`src/rtl/writeback_unit.sv`:
```
// Writeback stage feeding the register file's single write port.
// Merges ALU results with buffered load responses and tracks per-register load hazards.
module writeback_unit #(
   parameter int DATA_W     = 4,
   parameter int ADDR_W     = 2,
   parameter int NUM_REGS   = 4,
   parameter int LBUF_DEPTH = 2
) (
   input  logic                clk,
   input  logic                rst_n,
   input  logic                alu_valid,
   input  logic [ADDR_W-1:0]   alu_rd,
   input  logic [DATA_W-1:0]   alu_data,
   input  logic                load_issue,
   input  logic [ADDR_W-1:0]   load_rd,
   input  logic                load_resp_valid,
   input  logic [ADDR_W-1:0]   load_resp_rd,
   input  logic [DATA_W-1:0]   load_resp_data,
   output logic                load_resp_ready,
   input  logic                dec_valid,
   input  logic [ADDR_W-1:0]   dec_rs1,
   input  logic [ADDR_W-1:0]   dec_rs2,
   input  logic [ADDR_W-1:0]   dec_rd,
   output logic                stall,
   output logic                wb_en,
   output logic [ADDR_W-1:0]   wb_reg,
   output logic [DATA_W-1:0]   wb_data,
   output logic [NUM_REGS-1:0] busy,
   output logic                resp_err
);

   localparam int PTR_W = (LBUF_DEPTH > 1) ? $clog2(LBUF_DEPTH) : 1;
   localparam int CNT_W = $clog2(LBUF_DEPTH + 1);

   logic [ADDR_W-1:0]   buf_rd   [LBUF_DEPTH];
   logic [DATA_W-1:0]   buf_data [LBUF_DEPTH];
   logic [PTR_W-1:0]    head;
   logic [PTR_W-1:0]    tail;
   logic [CNT_W-1:0]    count;
   logic                accept;
   logic                pop;
   logic [NUM_REGS-1:0] busy_next;

   // Ready depends only on registered occupancy, so a pop cannot open a full buffer early.
   assign load_resp_ready = (count < CNT_W'(LBUF_DEPTH));
   assign accept          = load_resp_valid && load_resp_ready;
   assign pop             = !alu_valid && (count != '0);

   assign stall = dec_valid && (busy[dec_rs1] | busy[dec_rs2] | busy[dec_rd] |
                  (wb_en && ((wb_reg == dec_rs1) || (wb_reg == dec_rs2))));

   always_ff @(posedge clk) begin
      if (accept) begin
         buf_rd[tail]   <= load_resp_rd;
         buf_data[tail] <= load_resp_data;
      end
   end

   always_ff @(posedge clk or negedge rst_n) begin
      if (!rst_n) begin
         head  <= '0;
         tail  <= '0;
         count <= '0;
      end else begin
         if (pop)
            head <= head + PTR_W'(1);
         if (accept)
            tail <= tail + PTR_W'(1);
         case ({accept, pop})
            2'b10:   count <= count + CNT_W'(1);
            2'b01:   count <= count - CNT_W'(1);
            default: count <= count;
         endcase
      end
   end

   // A new load to a register being retired this cycle must leave it busy.
   always_comb begin
      busy_next = busy;
      if (pop)
         busy_next[buf_rd[head]] = 1'b0;
      if (load_issue)
         busy_next[load_rd] = 1'b1;
   end

   always_ff @(posedge clk or negedge rst_n) begin
      if (!rst_n) begin
         busy     <= '0;
         resp_err <= 1'b0;
      end else begin
         busy <= busy_next;
         if (accept && !busy[load_resp_rd])
            resp_err <= 1'b1;
      end
   end

   always_ff @(posedge clk or negedge rst_n) begin
      if (!rst_n) begin
         wb_en   <= 1'b0;
         wb_reg  <= '0;
         wb_data <= '0;
      end else if (alu_valid) begin
         wb_en   <= 1'b1;
         wb_reg  <= alu_rd;
         wb_data <= alu_data;
      end else if (pop) begin
         wb_en   <= 1'b1;
         wb_reg  <= buf_rd[head];
         wb_data <= buf_data[head];
      end else begin
         wb_en   <= 1'b0;
      end
   end

endmodule

```
`config.mk`:
```
export PLATFORM = sky130hd
export DESIGN_NAME = writeback_unit
export DESIGN_NICKNAME = d
export VERILOG_FILES = /design/src/rtl/writeback_unit.sv
export SDC_FILE = /design/constraint.sdc
export NUM_CORES = 1
export LEC_CHECK = 0
export ABC_AREA = 1
export BUFFER_PORTS_ARGS = -buffer_cell sky130_fd_sc_hd__buf_2
export CELL_PAD_IN_SITES_DETAIL_PLACEMENT = 2
export CELL_PAD_IN_SITES_GLOBAL_PLACEMENT = 2
export CORE_MARGIN = 2
export CORE_UTILIZATION = 31
export CTS_CLUSTER_DIAMETER = 120
export DETAILED_ROUTE_END_ITERATION = 7
export PLACE_DENSITY = 0.81
export SYNTH_ARGS = -nofsm -noshare
export SYNTH_HDL_FRONTEND = slang
export SYNTH_SLANG_ARGS = --single-unit
```
`constraint.sdc`:
```
create_clock -name clk -period 2.8 [get_ports clk]
set_clock_uncertainty 0.15 [all_clocks]
set_input_delay 0.28 -clock clk [delete_from_list [all_inputs] [get_ports clk]]
set_output_delay 0.28 -clock clk [all_outputs]
set_load 0.02 [all_outputs]
```
======== Yosys cells after proc, flatten, opt, wreduce, memory -nomap -nowiden ========
Memories as Yosys holds them, arrays and structs flattened.
Cells that the tools add are included.
operators by class
  reductions and logical operators ........ 13
  $add $sub $neg .......................... 4
  order comparisons ....................... 9
  bitwise gates (word level) .............. 6
  eq/ne operators ......................... 4
  multiplexer cells ....................... 23
operator list
  cell                 number
  $lt 2x3->1 const B   6
  $mux 4               4
  $mux 1               10
  $bmux 1 s2           4
  $logic_and 1x1->1    7
  $reduce_bool 2->1    3
  $and 4x4->4          1
  $demux 1 s2          2
  $eq 2x2->1           2
  $ge 2x1->1 const B   2
  $mux 2               2
  $not 4->4            1
  $or 4x4->4           1
  $pmux 2 s2           1
  $or 1x1->1           3
  $add 1x1->1 const B  2
  $add 2x1->2 const B  1
  $eq 2x1->1 const B   1
  $eq 2x2->1 const B   1
  $logic_not 1->1      2
  $lt 2x2->1 const B   1
  $sub 2x1->2 const B  1
  $logic_or 1x1->1     1
storage, ports and cells
  RAM bits ................................ 12
  bits of input ports ..................... 26
  bits in registers ....................... 16
  logic and storage cells ................. 69
  output and inout port bits .............. 14
  memories kept ........................... 2
memories
  memory    words  bits a word  read ports  clocked after memory_dff  wr ports  RTL line  text
  buf_data  2      4            1           0                         1         36        logic [DATA_W-1:0] buf_data [LBUF_DEPTH];
  buf_rd    2      2            1           0                         1         35        logic [ADDR_W-1:0] buf_rd [LBUF_DEPTH];

======== Depth between registers and ports, before layout ========
An unclocked memory read counts as a cell.
  word-level depth ........................ 10
  depth in mapped cells ................... 9
  depth with buffers taken out ............ 9

======== Least setup slack after synthesis ========
No wires, ideal clock.
  kind .................................... register -> register
  from .................................... register count[1]
  to ...................................... register count[1]
  slack ................................... 1083 ps
  arrival time ............................ 1436 ps
  clock period less this slack ............ 1717 ps
  cell stages (with the launch flop) ...... 7
  library setup time ...................... 131 ps
  buffers on the path ..................... 0
  data required time ...................... 2519 ps
  path through ............................ dfrtp_1 inv_1 nand2_1 ha_1 a21oi_1 o21ai_0 xor2_1
between the ends
  word-level cells in the longest chain between the ends .. 4
  elaborated cells between the ends (all ways) .. 10
  classes of those cells .................. add/sub (2); order compare (1); eq/ne (2); mux (1); reduce/logical (4)
RTL lines
  element                                                 RTL line  text
  from (decl)                                             39        logic [CNT_W-1:0] count;
  from (signal assigned)                                  70        2'b10: count <= count + CNT_W'(1);
  from (signal assigned)                                  71        2'b01: count <= count - CNT_W'(1);
  from (signal assigned)                                  72        default: count <= count;
  $lt 2x2->1 (*)                                          45        assign load_resp_ready = (count < CNT_W'(LBUF_DEPTH));
  net load_resp_ready                                     19        output logic load_resp_ready,
  $logic_and 1x1->1 (*)                                   46        assign accept = load_resp_valid && load_resp_ready;
  $eq 2x1->1 / $eq 2x2->1 (equally long branches)         69        case ({accept, pop})
  $pmux 2 s2 / $reduce_bool 2->1 (equally long branches)  -
The timed path passes the listed nets; every way through them passes the cells marked *.
A chain may end at the register's enable or synchronous reset.

======== Final worst setup path ========
  from .................................... register busy[1]
  to ...................................... output port stall
between the ends
  word-level cells in the longest chain between the ends .. 6
  elaborated cells between the ends (all ways) .. 10
  classes of those cells .................. mux (6); bitwise (3); reduce/logical (1)
RTL lines
  element                       RTL line  text
  from (decl)                   28        output logic [NUM_REGS-1:0] busy,
  from (signal assigned)        91        busy <= busy_next;
  $bmux 1 s2                    49        assign stall = dec_valid && (busy[dec_rs1] | busy[dec_rs2] | busy[dec_rd] |
  $mux 1 (not written as such)  49
  $or 1x1->1                    49
  $or 1x1->1 (*) (2 in a row)   49
  $logic_and 1x1->1 (*)         49
  to (decl)                     24        output logic stall,
Mark *: on every way between the ends. The rest lies on a longest branch, timed or not. The select of a mux whose other input is x is not followed.

==> results.yml <==
critical_path:
  cp.arrival_ns: 1.44
  path_class: "flop to output pin"
  crit_chain: "inv_1 > nand2_1 > nand3_1 > nand2_1 > nor2_1 > nand3_1 > nand2_1 > inv_1 > buf_2"
  required_ns: 2.37
  path_buf_inv: 3
  crit_fanout: 4
  worst_path_most_repeated_cell: "nand2_1"
  critPathTopFamily: "simple AND/OR/NAND/NOR gates"
  crit_path_start_kind: "flop"
  slowest_delay_ns: 0.40
  critPathSlowestCell: "dfrtp_1"
  endpoint_kind: "output pin"
finish:
  fin_area_um2: 1680
  largest_reg_flops: 8
  syn2layout_area_growth_pct: 24.58
  regArea_um2: 760.7
  nFillCells: 494
  insertedDiodeCount: 0
  top_register: "buf_data"
  nets: 222
  multi_input_area_um2: 500.5
  drive_gt1_frac: 0.2680
yosys:
  synth_compound_area_frac: 0.1085
  synth_edf_count: 12
  synth.largest_area_cell: "dfrtp_1"
  yosysMostFrequentCell: "nand2_1"
  synth-seq-area-share: 0.5640
  synth_nets: 178
  yosys_warnings: 0
  async_reset_ff_frac: 0.5714
  synth_ff_type: "dfrtp_1"
  ys_types: 22
  synthXorXnorAreaFrac: 0.03247
  syn_area_um2: 1349
  yosys.area_share.simple: 0.2208
  postSynthCellCount: 151
  yosysTopAreaCellShare: 0.2968
  synth_top_family_by_area: "simple AND/OR/NAND/NOR gates"
  postSynthAreaPerCell_um2: 8.932
  synthAdderAreaFrac: 0.009276
  synth-seq-cells: 28
  synthMuxAreaShare: 0
  synth_area_leaders: "dfrtp_1, edfxtp_1, nand2_1, inv_1, nor2_1"
  synth_common_cells: "nand2_1, inv_1, dfrtp_1"
die:
  die_w_um: 69.96
  die_h_um: 69.96
  core_area_um2: 4086
  die_area_um2: 4894
  ios: 40
  rows: 23
  initial_core_util: 0.3301
placed_design:
  dp_hpwl_um: 3139
  gp_congestion: 0.7932
  port_buffers: 39
  postPlaceCellArea_um2: 1599
detailed_routing:
  first_pass_iters: 3
  drt-initial-drc-count: 17
  via_per_inst: 4.914
  drc_errors: 0
  wirelength_um: 3858
  routedWlPerCell_um: 15.81
  vias: 1199
  ant_nets: 0
global_routing:
  grt_max_degree: 17
  grt_pass1_vias: 1340
  grt_pass1_wl_um: 6610
  track_usage: 0.1714
  overflow: 0
  grt_antenna_before_repair: 0
clocking:
  cts_tree: "done"
  h-tree-depth: 1
  clkSinkCount: 28
  clkTransAtPathRegs_ns: 0.10
  cts_made_buffers: 3
  cts-resized-gates: 0
  clock-root-buffer: "clkbuf_8"
  clk-insertion-delay-late_ns: 0.27
  cts_buffer_depth: 2
power_and_ir_drop:
  combPwrFrac: 0.398
  intPower_uw: 971.3
  power_switching_uw: 684.6
  vdd_drop_max_uv: 380.5
  power_density_nw_per_um2: 985.4
  seqPwrFrac: 0.410
  switching_share: 0.4134
  p_clk_frac: 0.192
  leakage_uw: 0.0008169
run_status:
  outcome: "finished, final reports clean"
job:
  drv_cap: 0
timing:
  fin_crit_sh: 0.6682
  setup_violations: 0
  fmax_mhz: 534.5
  tightest_slew_ns: 0.5057
  drv_slew: 0
  fin_setup_tns_ns: 0
  rsz0062_at_grt: "no"
  layout_min_cycle_time_ns: 1.871
  hold_viol_final: 0
  maxSlewHeadroom: 0.6616
hold_path:
  holdCritPathClass: "input pin to flop"
==> kinds of logic after synthesis <==
family / count (synthesis)
fa+ha+maj: 1
simple gates: 73
buf+inv: 22
xor+xnor: 5
compound gates: 22
flops: 28
==> cell type report <==
| class | count | share of cell area |
|---|---|---|
| flip-flops and latches | 28 | 0.4527 |
| multi-input cells | 101 | 0.2978 |
| repair buffers | 40 | 0.1221 |
| inverters | 21 | 0.04765 |
| well taps | 50 | 0.03723 |
| clock buffers | 3 | 0.02457 |
| clock inverters | 1 | 0.01787 |
==> cells in the final DEF, fill, tap and decap left out <==
master and n:
o21ai_0 5, inv_2 2, o21bai_1 1, clkinv_2 1
ha_1 1, nor3_2 1, buf_2 39, edfxtp_1 12
nand3_1 6, bufinv_16 1, xnor2_1 2, dlygate4sd3_1 1
o22ai_1 1, a21oi_1 3, nand2_2 4, xor2_1 3
clkbuf_8 3, o21ai_1 4, o211ai_1 4, inv_1 18
nor2_1 12, nand2_1 50, o311ai_1 3, dfrtp_1 16
o21ai_4 1
==> per-stage QoR <==
stage | hold WS (ns) | utilization | worst slack, ns | total power [uW] | std cells
6_report | 0.03618 | 0.4112 | 0.9292 | 1656 | 244
5_1_grt | 0.02791 | 0.4112 | 0.7005 | 1783 | 244
4_1_cts | 0.03079 | 0.4112 | 0.8825 | 1685 | 244
3_5_place_dp | 0.07889 | 0.3913 | 0.9826 | 1347 | 239
3_3_place_gp | 0.06670 | 0.3913 | 1.092 | 1293 | 239
2_1_floorplan | -0.1656 | - | 1.083 | 1093 | 151
==> path summary, 6_finish.rpt <==
kind / slack, ns / endpoint / cells past startpoint / start
worst max-delay path: 0.93 / stall / 9 / busy[1]$_DFF_PN0_
worst min-delay path: 0.04 / buf_data[0][3]$_DFFE_PP_ / 1 / load_resp_data[3]
worst max register to register: 0.94 / count[1]$_DFFE_PN0P_ / 6 / count[0]$_DFFE_PN0P_
worst min register to register: 0.34 / resp_err$_DFFE_PN0P_ / 1 / resp_err$_DFFE_PN0P_
max in group asynchronous: 1.93 / wb_reg[1]$_DFFE_PN0P_ / 2 / rst_n
min in group asynchronous: 0.30 / resp_err$_DFFE_PN0P_ / 2 / rst_n
==> worst reg2reg max path, stage by stage (launching register included) <==
cell	delay, ns
dfrtp_1	0.48
o21ai_4	0.27
inv_2	0.09
ha_1	0.33
a21oi_1	0.15
o21ai_0	0.12
xor2_1	0.16
==> layer usage <==
metal / GRT usage / share of wire
met5: 0 / 0
met4: 0.05128 / 0.014
met3: 0.02453 / 0.030
met2: 0.3217 / 0.54
met1: 0.2000 / 0.42
==> timing repair <==
item | 4_1_cts | 5_1_grt
buffers inserted | 0 | 0
hold buffers | 1 | 0
hold endpoints to repair | 16 | 0
==> power by group through the flow <==
stage               Combinational, uW  Sequential [uW]  Clock, uW
detailed placement                661              686          0
finish                            658              679        319
CTS                               676              683        326
global route                      744              699        340
global placement                  620              674          0
floorplan                         354              739          0
No activity file was read; power rests on OpenSTA's default activity.
